`config.mk`:
```
export PLATFORM = sky130hd
export DESIGN_NAME = serial_subtractor
export DESIGN_NICKNAME = d
export VERILOG_FILES = /design/src/rtl/serial_sub_pkg.sv /design/src/rtl/full_subtractor.sv /design/src/rtl/serial_subtractor.sv
export SDC_FILE = /design/constraint.sdc
export NUM_CORES = 1
export LEC_CHECK = 0
export CORE_ASPECT_RATIO = 1.5
export CORE_UTILIZATION = 55
export DETAILED_ROUTE_END_ITERATION = 16
export PLACE_DENSITY = 0.83
export SYNTH_ARGS = -nofsm -noshare
export SYNTH_HDL_FRONTEND = slang
export SYNTH_SLANG_ARGS = --single-unit
```
`constraint.sdc`:
```
create_clock -name clk -period 3.6 [get_ports clk]
set_input_delay 0.72 -clock clk [delete_from_list [all_inputs] [get_ports clk]]
set_output_delay 0.72 -clock clk [all_outputs]
set_load 0.03 [all_outputs]
```
`src/rtl/serial_sub_pkg.sv`:
```
// ============================================================================
//  Module   : serial_sub_pkg
//  Brief    : Shared types and constants for the bit-serial subtractor.
//  Revision : 1.0 - initial release
// ============================================================================
`default_nettype none

package serial_sub_pkg;

    // Default operand width used when the parent does not override WIDTH
    localparam int SUB_DEFAULT_WIDTH = 8;

    // Controller states: wait for operands, shift bits, present result
    typedef enum logic [1:0] {
        IDLE = 2'd0,
        RUN  = 2'd1,
        DONE = 2'd2
    } sub_state_t;

endpackage : serial_sub_pkg

`default_nettype wire

```
`src/rtl/full_subtractor.sv`:
```
// ============================================================================
//  Module   : full_subtractor
//  Brief    : Combinational one-bit full subtractor cell (a - b - bin).
//             Usable stand-alone by any datapath needing a borrow chain.
//  Revision : 1.0 - initial release
// ============================================================================
`default_nettype none

module full_subtractor (
    input  logic a,
    input  logic b,
    input  logic bin,
    output logic d,
    output logic bout
);

    // Difference bit and borrow generated by this bit position
    assign d    = a ^ b ^ bin;
    assign bout = (~a & b) | (~a & bin) | (b & bin);

endmodule : full_subtractor

`default_nettype wire

```
`src/rtl/serial_subtractor.sv`:
```
// ============================================================================
//  Module   : serial_subtractor
//  Brief    : Bit-serial two's-complement subtractor computing a - b - bin,
//             LSB first, one bit per clock with a single borrow flop.
//             Valid/ready handshake on both operand and result sides.
//  Config   : define SERIAL_SUB_OVF_EN to register the signed overflow flag;
//             otherwise ovf is tied low and no overflow logic exists.
//  Revision : 1.0 - initial release
// ============================================================================
`default_nettype none

module serial_subtractor
    import serial_sub_pkg::*;
#(
    parameter int WIDTH = SUB_DEFAULT_WIDTH
) (
    input  logic             clk,
    input  logic             rst_n,
    input  logic             in_valid,
    output logic             in_ready,
    input  logic [WIDTH-1:0] a,
    input  logic [WIDTH-1:0] b,
    input  logic             bin,
    output logic             out_valid,
    input  logic             out_ready,
    output logic [WIDTH-1:0] d,
    output logic             bout,
    output logic             ovf
);

    // Bit counter needs at least one bit even for the smallest WIDTH
    localparam int              c_cnt_w = (WIDTH > 2) ? $clog2(WIDTH) : 1;
    localparam logic [c_cnt_w-1:0] c_last = c_cnt_w'(WIDTH - 1);

    sub_state_t          r_state;
    logic [WIDTH-1:0]    r_sa;
    logic [WIDTH-1:0]    r_sb;
    logic                r_br;
    // Only WIDTH-1 accumulated bits are kept: the newest bit comes straight
    // from the cell, and the oldest would be shifted out on the final cycle.
    logic [WIDTH-2:0]    r_res;
    logic [c_cnt_w-1:0]  r_cnt;

    logic                w_dbit;
    logic                w_bout;
    logic [WIDTH-1:0]    w_res_next;

    // One full-subtractor cell processes the current LSB pair and borrow
    full_subtractor u_bit (
        .a    (r_sa[0]),
        .b    (r_sb[0]),
        .bin  (r_br),
        .d    (w_dbit),
        .bout (w_bout)
    );

    // Result after inserting this cycle's difference bit from the MSB side
    assign w_res_next = {w_dbit, r_res};

    // Controller, operand shifters and registered outputs
    always_ff @(posedge clk or negedge rst_n) begin
        if (!rst_n) begin
            r_state   <= IDLE;
            r_sa      <= '0;
            r_sb      <= '0;
            r_br      <= 1'b0;
            r_res     <= '0;
            r_cnt     <= '0;
            in_ready  <= 1'b0;
            out_valid <= 1'b0;
            d         <= '0;
            bout      <= 1'b0;
`ifdef SERIAL_SUB_OVF_EN
            ovf       <= 1'b0;
`endif
        end else begin
            case (r_state)
                IDLE: begin
                    in_ready <= 1'b1;
                    if (in_valid && in_ready) begin
                        r_sa     <= a;
                        r_sb     <= b;
                        r_br     <= bin;
                        r_cnt    <= '0;
                        in_ready <= 1'b0;
                        r_state  <= RUN;
                    end
                end

                RUN: begin
                    r_sa  <= {1'b0, r_sa[WIDTH-1:1]};
                    r_sb  <= {1'b0, r_sb[WIDTH-1:1]};
                    r_br  <= w_bout;
                    r_res <= w_res_next[WIDTH-1:1];
                    r_cnt <= r_cnt + 1'b1;
                    if (r_cnt == c_last) begin
                        // Final bit: the remaining operand bits are the MSBs
                        d         <= w_res_next;
                        bout      <= w_bout;
                        out_valid <= 1'b1;
                        r_state   <= DONE;
`ifdef SERIAL_SUB_OVF_EN
                        ovf       <= (r_sa[0] != r_sb[0]) & (w_dbit != r_sa[0]);
`endif
                    end
                end

                DONE: begin
                    if (out_ready) begin
                        out_valid <= 1'b0;
                        in_ready  <= 1'b1;
                        r_state   <= IDLE;
`ifdef SERIAL_SUB_OVF_EN
                        ovf       <= 1'b0;
`endif
                    end
                end

                default: begin
                    r_state   <= IDLE;
                    in_ready  <= 1'b0;
                    out_valid <= 1'b0;
                end
            endcase
        end
    end

`ifndef SERIAL_SUB_OVF_EN
    // Overflow reporting disabled in this build
    assign ovf = 1'b0;
`endif

endmodule : serial_subtractor

`default_nettype wire

```
==> reports/qor.yml <==
path_max_fanout: 18
wirelength_mm: 3.37
max_stage_delay_ps: 570
dr.pass1.iters: 4
timing.setup.tns_ps: 0
fp.dieW_um: 49.0
synth_top_area_share_pct: 55.0
cts_sinks: 40
grt_pass1_wl_mm: 5.90
num_vias: 1287
worst_skew_pair.late_latency_ps: 290
fillers: 257
syn_to_final_growth_pct: 20.6
p_per_area_nw_per_um2: 892
yosysSeqAreaShare_pct: 55.0
required_ps: 3740
drc: 0
placed_area_um2: 2080
p_leak_nw: 0.982
synth_area_leaders: "dfrtp_1, mux2i_1, o21ai_0"
antenna_found_initial: 0
finalHoldViolCount: 0
numCtsBuffers: 5
drtIter0Drc: 24
ir_drop_v: 0.000493
syn-num-nets: 187
groute.usage.overall_pct: 22.0
finalInstanceArea_um2: 2190
gp_congestion: 0.744
coreArea_um2: 3160
finalSetupViolCount: 0
holdWs_ps: 491
rsz0062_at_grt: "false"
nets: 213
synth.cell_area_um2: 1820
io_buffers: 31
hold_class: "flop to flop"
fin_total_pwr_mw: 1.96
die_area_um2: 3550
overflow: 0
cts.repair.resized: 0
period_needed_ps: 2380
cts_hold_buf: 0
synth_area_leader_cell: "dfrtp_1"
layout-drive-gt1-share_pct: 12.6
die_h_um: 72.4
ys_ff_latch: 40
initial_core_util_pct: 57.6
syn_area_per_cell_um2: 11.2
worstMarginPinSlew_ps: 844
synthCells: 163
io_pins: 33
htree_levels: 2
antenna_left: 0
wl_per_cell_um: 14.6
clk_pin_slew_worst_paths_ps: 80
cts.path.max_buffers: 2
critPathCaptureType: "flop"
status: "finished, final reports clean"
cts_root_buffer: "clkbuf_8"
maxCapViolations: 0
synth.yosys.warnings: 0
worst-setup-path-type: "input port to flop"
cp_slowest_cell: "or2_1"
finalClockSkew_ps: 5.40
arrival_ps: 2520
dpl.hpwl_mm: 2.35
ys_types: 26
cp-start-kind: "input port"
fp-row-count: 25
period_share_pct: 66.1
grt_pass1_vias: 1354
tritoncts: "built"
cts_setup_buffers: 0
slew_viol_final: 0
n_antenna_cell: 0
viasPerCell: 5.60
fmax_mhz: 420
grt_max_degree: 41
worstPathCellList: "clkdlybuf4s50_1, a21oi_2, or2_1, o21ai_0"
maxSlewHeadroom_pct: 43.8
-- through the flow --
| step | cells | util [%] | setup WS (ps) |
|---|---|---|---|
| 2_1_floorplan | 163 | - | 2070 |
| 3_3_place_gp | 222 | 65.9 | 1050 |
| 3_5_place_dp | 222 | 65.9 | 989 |
| 4_1_cts | 230 | 69.5 | 1270 |
| 5_1_grt | 230 | 69.5 | 1140 |
| 6_report | 230 | 69.5 | 1220 |
-- area by class of cell --
| class | instances | area, µm² | area share, % |
|---|---|---|---|
| inverters | 2 | 7.51 | 0.342 |
| flip-flops and latches | 40 | 1000 | 45.6 |
| clock inverters | 3 | 42.5 | 1.94 |
| repair buffers | 32 | 313 | 14.3 |
| well taps | 40 | 50.0 | 2.28 |
| clock buffers | 5 | 68.8 | 3.14 |
| multi-input cells | 108 | 712 | 32.4 |
-- where the power goes --
group,leakage (nW),internal (mW),total (mW),switching [mW]
Sequential,0.501,0.650,0.802,0.152
Combinational,0.428,0.364,0.793,0.430
Clock,0.0541,0.205,0.363,0.158
Total,0.982,1.22,1.96,0.739
-- Yosys cell counts (all sizes together) --
cell    number
nand3b       1
clkbuf       4
a22o         2
and4b        2
o311a        1
conb         1
nor2         2
nand2b       1
dfrtp       40
or2          1
nand2       27
a21oi        5
mux2i       15
mux2         8
buf          9
nor2b        1
inv          2
ha           2
o21ai       38
fa           1
-- kinds of logic (layout without fill, tap and decap cells) --
| logic type | Yosys count | after routing | share of synthesized area [%] |
|---|---|---|---|
| other | 1 | 1 | 0.206 |
| and+or+nand+nor | 35 | 35 | 9.35 |
| buffers and inverters | 15 | 42 | 5.85 |
| AOI/OAI and AO/OA | 46 | 46 | 13.9 |
| muxes | 23 | 23 | 13.2 |
| adders and majority gates | 3 | 3 | 2.48 |
| DFF | 40 | 40 | 55.0 |
-- metal layers --
| metal | up-vias | share of wire (%) | track usage, % |
|---|---|---|---|
| li1 | 605 | - | - |
| met1 | 645 | 42 | 24.8 |
| met2 | 30 | 53 | 39.2 |
| met3 | 7 | 3.0 | 5.03 |
| met4 | 0 | 2.0 | 9.80 |
| met5 | - | 0 | 0 |
-- flip-flops by register name, indices dropped and copies added, names as in the netlist --
| register | flops |
|---|---|
| r_cnt | 3 |
| r_state | 2 |
| r_br | 1 |
| out_valid | 1 |
| bout | 1 |
| r_res | 7 |
| in_ready | 1 |
| r_sa | 8 |
| r_sb | 8 |
| d | 8 |
-- critical path, delay by kind of cell --
| family | cells | cell delay (ps) |
|---|---|---|
| compound gates | 2 | 740 |
| simple gates | 1 | 570 |
| buf+inv | 1 | 470 |
-- worst paths after layout --
check | from | endpoint | slack (ps) | depth (start not counted)
setup / recovery | in_valid | r_sb[2] | 1220 | 4
hold / removal | d[7] | d[7] | 490 | 2
setup reg to reg | r_state[1] | r_sb[4] | 1410 | 4
hold reg to reg | d[7] | d[7] | 490 | 2
max in group asynchronous | rst_n | r_cnt[1] | 2550 | 1
min in group asynchronous | rst_n | r_sa[7] | 530 | 1
-- cell usage in the layout (no fill, tap or decap), types with 2 or more instances in the layout --
| master | n |
|---|---|
| dfrtp_1 | 40 |
| clkdlybuf4s50_1 | 30 |
| o21ai_0 | 27 |
| nand2_1 | 27 |
| mux2i_1 | 15 |
| o21ai_1 | 11 |
| mux2_2 | 7 |
| clkbuf_8 | 5 |
| a21oi_1 | 3 |
| inv_1 | 2 |
| a21oi_2 | 2 |
| nor2_1 | 2 |
| a22o_2 | 2 |
| and4b_2 | 2 |
| ha_1 | 2 |
Note: power is estimated with default switching activity, not from simulation.
